$ cat config.mk
export PLATFORM = sky130hd
export DESIGN_NAME = pipe_ctrl
export DESIGN_NICKNAME = d
export VERILOG_FILES = /design/src/rtl/pipe_ctrl_pkg.sv /design/src/rtl/pipe_ctrl_stall_wdt.sv /design/src/rtl/pipe_ctrl.sv
export SDC_FILE = /design/constraint.sdc
export NUM_CORES = 1
export LEC_CHECK = 0
export BUFFER_PORTS_ARGS = -buffer_cell sky130_fd_sc_hd__buf_2
export CORE_MARGIN = 5
export CORE_UTILIZATION = 45
export DETAILED_ROUTE_END_ITERATION = 10
export GPL_TIMING_DRIVEN = 0
export PLACE_DENSITY = 0.79
export SLEW_MARGIN = 10
export SYNTH_ARGS = -nofsm -noshare
export SYNTH_HDL_FRONTEND = slang
export SYNTH_SLANG_ARGS = --single-unit
$ cat constraint.sdc
create_clock -name clk -period 3.1 [get_ports clk]
set_clock_uncertainty 0.15 [all_clocks]
set_input_delay 0.93 -clock clk [delete_from_list [all_inputs] [get_ports clk]]
set_output_delay 0.93 -clock clk [all_outputs]
set_load 0.03 [all_outputs]
$ cat src/rtl/pipe_ctrl_pkg.sv
// Shared types and constants for the 5-stage pipeline controller.
// Stall/flush bus layout, FSM encodings and the per-cycle control payload.
package pipe_ctrl_pkg;

  localparam int unsigned STALL_W = 6;
  localparam int unsigned FLUSH_W = 4;
  localparam int unsigned STATE_W = 2;

  // Stall bus bit indices (1 = hold register)
  localparam int unsigned STALL_PC     = 0;
  localparam int unsigned STALL_IF_ID  = 1;
  localparam int unsigned STALL_ID_EX  = 2;
  localparam int unsigned STALL_EX_MEM = 3;
  localparam int unsigned STALL_MEM_WB = 4;
  localparam int unsigned STALL_RSVD   = 5;

  // Flush bus bit indices (1 = load bubble / write-disable)
  localparam int unsigned FLUSH_IF_ID  = 0;
  localparam int unsigned FLUSH_ID_EX  = 1;
  localparam int unsigned FLUSH_EX_MEM = 2;
  localparam int unsigned FLUSH_MEM_WB = 3;

  typedef enum logic [STATE_W-1:0] {
    CTRL_RUN  = 2'd0,
    CTRL_TRAP = 2'd1,
    CTRL_HALT = 2'd2
  } ctrl_state_e;

  typedef struct packed {
    logic [STALL_W-1:0] stall;
    logic [FLUSH_W-1:0] flush;
  } pipe_ctl_t;

  localparam pipe_ctl_t CTL_IDLE = '{stall: '0, flush: '0};

  // Hold every pipe register from pc up to and including stage idx.
  function automatic logic [STALL_W-1:0] hold_upto(input int unsigned idx);
    return STALL_W'((32'd1 << (idx + 32'd1)) - 32'd1);
  endfunction

endpackage

$ cat src/rtl/pipe_ctrl_stall_wdt.sv
// Stall watchdog: counts consecutive stalled RUN cycles and flags the cycle
// on which the count would reach TIMEOUT. TIMEOUT of 0 disables it.
module pipe_ctrl_stall_wdt #(
  parameter int unsigned TIMEOUT = 255
) (
  input  logic clk,
  input  logic rst,
  input  logic en,
  input  logic stalled,
  output logic expired
);

  localparam int unsigned CNT_W = (TIMEOUT > 0) ? $clog2(TIMEOUT + 1) : 1;
  localparam logic [CNT_W-1:0] CNT_MAX  = CNT_W'(TIMEOUT);
  localparam logic [CNT_W-1:0] CNT_LAST = CNT_W'(TIMEOUT - 1);

  logic [CNT_W-1:0] cnt;

  // Saturating run-length counter; any non-stalled or non-RUN cycle clears it
  always_ff @(posedge clk) begin
    if (!rst) begin
      cnt <= '0;
    end else if (en && stalled) begin
      if (cnt != CNT_MAX) cnt <= cnt + CNT_W'(1);
    end else begin
      cnt <= '0;
    end
  end

  assign expired = (TIMEOUT != 0) && en && stalled && (cnt == CNT_LAST);

endmodule

$ cat src/rtl/pipe_ctrl.sv
// Central pipeline controller: merges stage stall requests and branch
// redirects, sequences 2-cycle exception entry, and halts on a stuck stall.
module pipe_ctrl
  import pipe_ctrl_pkg::*;
#(
  parameter int unsigned XLEN    = 32,
  parameter int unsigned TIMEOUT = 255
) (
  input  logic                clk,
  input  logic                rst,
  input  logic                stallreq_if_i,
  input  logic                stallreq_id_i,
  input  logic                stallreq_ex_i,
  input  logic                stallreq_mem_i,
  input  logic                branch_flag_i,
  input  logic [XLEN-1:0]     branch_target_i,
  input  logic                excp_req_i,
  input  logic [XLEN-1:0]     excp_vec_i,
  output logic [STALL_W-1:0]  stall_o,
  output logic [FLUSH_W-1:0]  flush_o,
  output logic                redirect_o,
  output logic [XLEN-1:0]     redirect_pc_o,
  output logic                timeout_o,
  output logic [STATE_W-1:0]  state_o
);

  ctrl_state_e     state_q;
  ctrl_state_e     state_d;
  logic [XLEN-1:0] vec_q;

  pipe_ctl_t       ctl_c;
  logic            redirect_c;
  logic [XLEN-1:0] redirect_pc_c;
  logic            vec_load_c;
  logic            run_c;
  logic            run_stalled_c;
  logic            wdt_expired;

  // State register
  always_ff @(posedge clk) begin
    if (!rst) state_q <= CTRL_RUN;
    else      state_q <= state_d;
  end

  // Trap vector captured when the exception is accepted
  always_ff @(posedge clk) begin
    if (!rst)            vec_q <= '0;
    else if (vec_load_c) vec_q <= excp_vec_i;
  end

  // Equivalent to |stall_o[4:0] in RUN, derived from inputs to keep the
  // watchdog off the output mux path.
  assign run_c         = (state_q == CTRL_RUN);
  assign run_stalled_c = !excp_req_i &&
                         (stallreq_mem_i || stallreq_ex_i ||
                          (!branch_flag_i && (stallreq_id_i || stallreq_if_i)));

  pipe_ctrl_stall_wdt #(
    .TIMEOUT (TIMEOUT)
  ) u_wdt (
    .clk     (clk),
    .rst     (rst),
    .en      (run_c),
    .stalled (run_stalled_c),
    .expired (wdt_expired)
  );

  // Next-state and priority mux
  always_comb begin
    state_d       = state_q;
    ctl_c         = CTL_IDLE;
    redirect_c    = 1'b0;
    redirect_pc_c = '0;
    vec_load_c    = 1'b0;

    unique case (state_q)
      CTRL_RUN: begin
        if (excp_req_i) begin
          ctl_c.flush = '1;
        end else if (stallreq_mem_i) begin
          ctl_c.stall = hold_upto(STALL_MEM_WB);
        end else if (stallreq_ex_i) begin
          // Any coincident branch is held in EX and re-presented later
          ctl_c.stall               = hold_upto(STALL_EX_MEM);
          ctl_c.flush[FLUSH_EX_MEM] = 1'b1;
        end else if (branch_flag_i) begin
          // Branch flushes the younger instrs, so id/if stalls are moot
          redirect_c               = 1'b1;
          redirect_pc_c            = branch_target_i;
          ctl_c.flush[FLUSH_IF_ID] = 1'b1;
          ctl_c.flush[FLUSH_ID_EX] = 1'b1;
        end else if (stallreq_id_i) begin
          ctl_c.stall              = hold_upto(STALL_ID_EX);
          ctl_c.flush[FLUSH_ID_EX] = 1'b1;
        end else if (stallreq_if_i) begin
          ctl_c.stall              = hold_upto(STALL_IF_ID);
          ctl_c.flush[FLUSH_IF_ID] = 1'b1;
        end

        if (excp_req_i) begin
          vec_load_c = 1'b1;
          state_d    = CTRL_TRAP;
        end else if (wdt_expired) begin
          state_d = CTRL_HALT;
        end
      end

      CTRL_TRAP: begin
        redirect_c               = 1'b1;
        redirect_pc_c            = vec_q;
        ctl_c.flush[FLUSH_IF_ID] = 1'b1;
        state_d                  = CTRL_RUN;
      end

      CTRL_HALT: begin
        ctl_c.stall = '1;
      end

      default: begin
        state_d = CTRL_RUN;
      end
    endcase

    // Reset holds the pipe empty and quiet regardless of state
    if (!rst) begin
      ctl_c.stall   = '0;
      ctl_c.flush   = '1;
      redirect_c    = 1'b0;
      redirect_pc_c = '0;
      vec_load_c    = 1'b0;
    end
  end

  assign stall_o       = ctl_c.stall;
  assign flush_o       = ctl_c.flush;
  assign redirect_o    = redirect_c;
  assign redirect_pc_o = redirect_pc_c;
  assign timeout_o     = rst && (state_q == CTRL_HALT);
  assign state_o       = state_q;

endmodule
==> summary.txt <==
ROUTING
------------------------------------------------------------------------------------
Total length of routed wires                                                 6325 um
Post-DRT Antenna Nets                                                              0
Iteration-0 DRC Markers                                                           66
Detailed-route DRC error count                                                     0
Vias/cell                                                                      5.163
Average routed wire per standard cell                                       14.95 um
Via count                                                                       2184
Number of optimization iterations in the first detailed-route pass                 4

FLOW RUN
------------------------------------------------------------------------------------
Max-cap violations                                                                 0

SETUP PATH
------------------------------------------------------------------------------------
Maximum cell stage delay along the critical path                             0.21 ns
Critical path, cell by cell                                             buf_8 -> nor2_4 -> and4b_1 -> buf_6 -> buf_12 -> a22oi_2 -> nor2_2 -> clkbuf_4
Crit end category                                                         output pin
Max Fanout on Critical Path                                                       10
Critical path start-end classification                                  input pin to output pin
CP Data Arrival Time                                                         1.98 ns
Endpoint required time on the critical path                                  2.02 ns
Startpoint types                                                           input pin
Worst R2R Path Depth                                                               5
Slowest cell on the critical path                                            and4b_1

GRT
------------------------------------------------------------------------------------
Vias in the first global route                                                  2157
Total overflow reported by the global router                                       0
Maximum number of pins on one net before global-route repair                      14
Antenna violations before repair                                                   0
GRT Resource Usage Total                                                      18.94%
First-pass GRT wire length                                                   9908 um

CTS
------------------------------------------------------------------------------------
Hold buffer count at cts                                                           0
Cell at the root of the clock tree                                          clkbuf_8
Clock transition at the registers of the reported paths                      0.09 ns
Bufs on Longest Clock Path                                                         2
CTS tree                                                                        done
Maximum level of the CTS H-tree                                                    2
Insertion delay to the later sink of the worst-skew pair                     0.29 ns
Clock buffer count from CTS                                                        5
Sink count of the clock tree                                                      42

YOSYS
------------------------------------------------------------------------------------
Number of enable-type register cells in the synthesized netlist                    0
Number of nets produced by synthesis                                             299
Flip-flop cell with the highest count after synthesis                        dfxtp_1
Number of standard cells after synthesis                                         225
Average cell area after synthesis                                          10.20 um2
Post-synthesis cell type with the largest combined area                      dfxtp_1
Yosys reg bits                                                                    42
Synth warn                                                                         0
Distinct cell type count of the synthesized netlist                               40
Biggest area contributors in the synthesized netlist                    dfxtp_1, a22oi_2, a22o_1
Register area share after synthesis                                           36.62%
Syn Std Cell Area                                                       0.002296 mm2
Area share of the largest cell type after synthesis                           36.62%
Proportion of synthesized flip-flops having asynchronous set or reset             0%

PLACED DESIGN
------------------------------------------------------------------------------------
DP HPWL                                                                      4495 um
Gp weighted congestion                                                        0.7601
Count of port buffers added during placement                                     116

FINAL LAYOUT
------------------------------------------------------------------------------------
Share of cells above drive strength 1                                         60.62%
Diode count                                                                        0
Final-layout fill cell count                                                     419
Most frequent cells in the layout                                       buf_2, dfxtp_1, buf_4
Layout Nets                                                                      426
Most common cell after layout, fill and taps aside                             buf_2
Synth-to-Final Area Change                                                    44.52%

DIE
------------------------------------------------------------------------------------
Starting density of the core                                                  45.53%
Num rows                                                                          26
Top Ports                                                                        118
Die Y-Extent                                                                81.43 um
Area of the core                                                        0.005042 mm2
DIE WIDTH                                                                   81.43 um
Die outline area                                                        0.006631 mm2

STA
------------------------------------------------------------------------------------
Final period utilization                                                      98.83%
Final hold violation count                                                         0
Unrepaired setup endpoints after global routing                                 true
Transition time at the pin with the least slew margin                      0.3163 ns
Hold WS                                                                    0.3432 ns
Maximum operating frequency                                                326.4 MHz
Headroom to the max-slew limit                                                78.88%
Fin crit period                                                             3.064 ns
Number of setup violations in the final report                                     0
Final max-slew violation count                                                     0

POWER AND IR DROP
------------------------------------------------------------------------------------
Overall power consumption                                                 0.001368 W
Total power density per cell area                                       412.3 mW/mm2
Switching Fraction                                                            25.06%
Sequential share of power                                                      42.9%
Clock share of power                                                           39.1%
Switching pwr                                                            0.0003429 W
Combinational share of power                                                   18.0%
Leakage power of the design                                                 1.467 nW
Internal Pwr Total                                                        0.001025 W
Peak supply drop                                                           0.1826 mV

OUTCOME
------------------------------------------------------------------------------------
Outcome                                                                 complete, no violations

HOLD PATH
------------------------------------------------------------------------------------
Path category of the worst min-delay check                              flip-flop to flip-flop
Instance count along the most critical hold path                                   1

==> metrics by stage <==
stage | cells | utilization, % | TNS, ns | setup WS, ns | area [um2]
after floorplan | 225 | - | 0 | 0.01653 | 2298
after global placement | 411 | 58.83 | -6.416 | -0.2227 | 2967
after detailed placement | 411 | 58.83 | -7.070 | -0.2407 | 2967
after CTS | 421 | 63.50 | 0 | 0.0009530 | 3202
after global routing | 423 | 65.81 | -0.2349 | -0.04480 | 3318
final | 423 | 65.81 | 0 | 0.03629 | 3318
==> layout make-up <==
class / count / area, um2 / area share [%]
multi-input combinational: 155 / 1264 / 38.08
inverter: 5 / 18.77 / 0.5656
clock inverter: 2 / 60.06 / 1.810
sequential: 42 / 840.8 / 25.34
clock buffer: 6 / 82.58 / 2.489
tap: 70 / 87.58 / 2.640
timing repair buffer: 121 / 767.0 / 23.11
buffer: 22 / 197.7 / 5.958
==> power groups by stage <==
stage                     clock [W]  sequential [W]  combinational [W]
final                      0.000535        0.000587           0.000246
after global routing       0.000566        0.000591           0.000267
after CTS                  0.000545        0.000587           0.000239
after detailed placement          0        0.000599           0.000229
after global placement            0        0.000599           0.000226
after floorplan                   0        0.000597           0.000142
==> cells by family (layout without fill, tap and decap cells) <==
| family | after synthesis | in the layout | synth area share (%) |
|---|---|---|---|
| compound gates | 82 | 82 | 34.28 |
| simple gates | 66 | 66 | 17.00 |
| flops | 42 | 42 | 36.62 |
| buf+inv | 28 | 156 | 9.100 |
| xor+xnor | 5 | 5 | 1.907 |
| fa+ha+maj | 2 | 2 | 1.090 |
==> per-layer routing <==
metal	GRT usage, %	up-vias	part of all wire (%)
li1	-	1076	-
met1	25.39	1010	42
met2	30.62	85	50
met3	3.399	13	6.4
met4	6.419	0	2.0
met5	0	-	0
==> flip-flops by register name, summed over array words and instances (netlist names) <==
register   cells
state_o        2
u_wdt.cnt      8
vec_q         32
==> synth_stat cells (4+ instances only) <==
library cell and count:
nand3_1 4, dfxtp_1 42, nand2_1 4, a22o_1 32, nor2b_1 4, buf_2 7
a21oi_1 5, o21a_1 4, a22oi_2 29, nor2_2 29, inv_1 5, buf_4 8
nor2_1 10, xnor2_1 4
==> critical path: cells and delay by family <==
kind | cells | cell delay, ns
AO/OA/AOI/OAI | 1 | 0.06
buffers and inverters | 4 | 0.60
AND/OR/NAND/NOR | 3 | 0.40
==> repair_timing <==
action	4_1_cts	5_1_grt
hold endpoints to repair	0	0
endpoints found under the setup margin	38	31
pin swaps	2	4
buffers inserted	2	2
resized for setup	28	37
gates cloned	0	1
==> worst paths after layout <==
check                                            endpoint  slack [ns]                       from
worst max-delay path                     redirect_pc_o[9]        0.04             stallreq_mem_i
worst min-delay path                vec_q[1]$_SDFFE_PN0P_        0.34      vec_q[1]$_SDFFE_PN0P_
worst max register to register  u_wdt.cnt[1]$_SDFFE_PN0P_        1.49  u_wdt.cnt[0]$_SDFFE_PN0P_
worst min register to register      vec_q[1]$_SDFFE_PN0P_        0.34      vec_q[1]$_SDFFE_PN0P_
No activity file was read; power rests on OpenSTA's default activity.
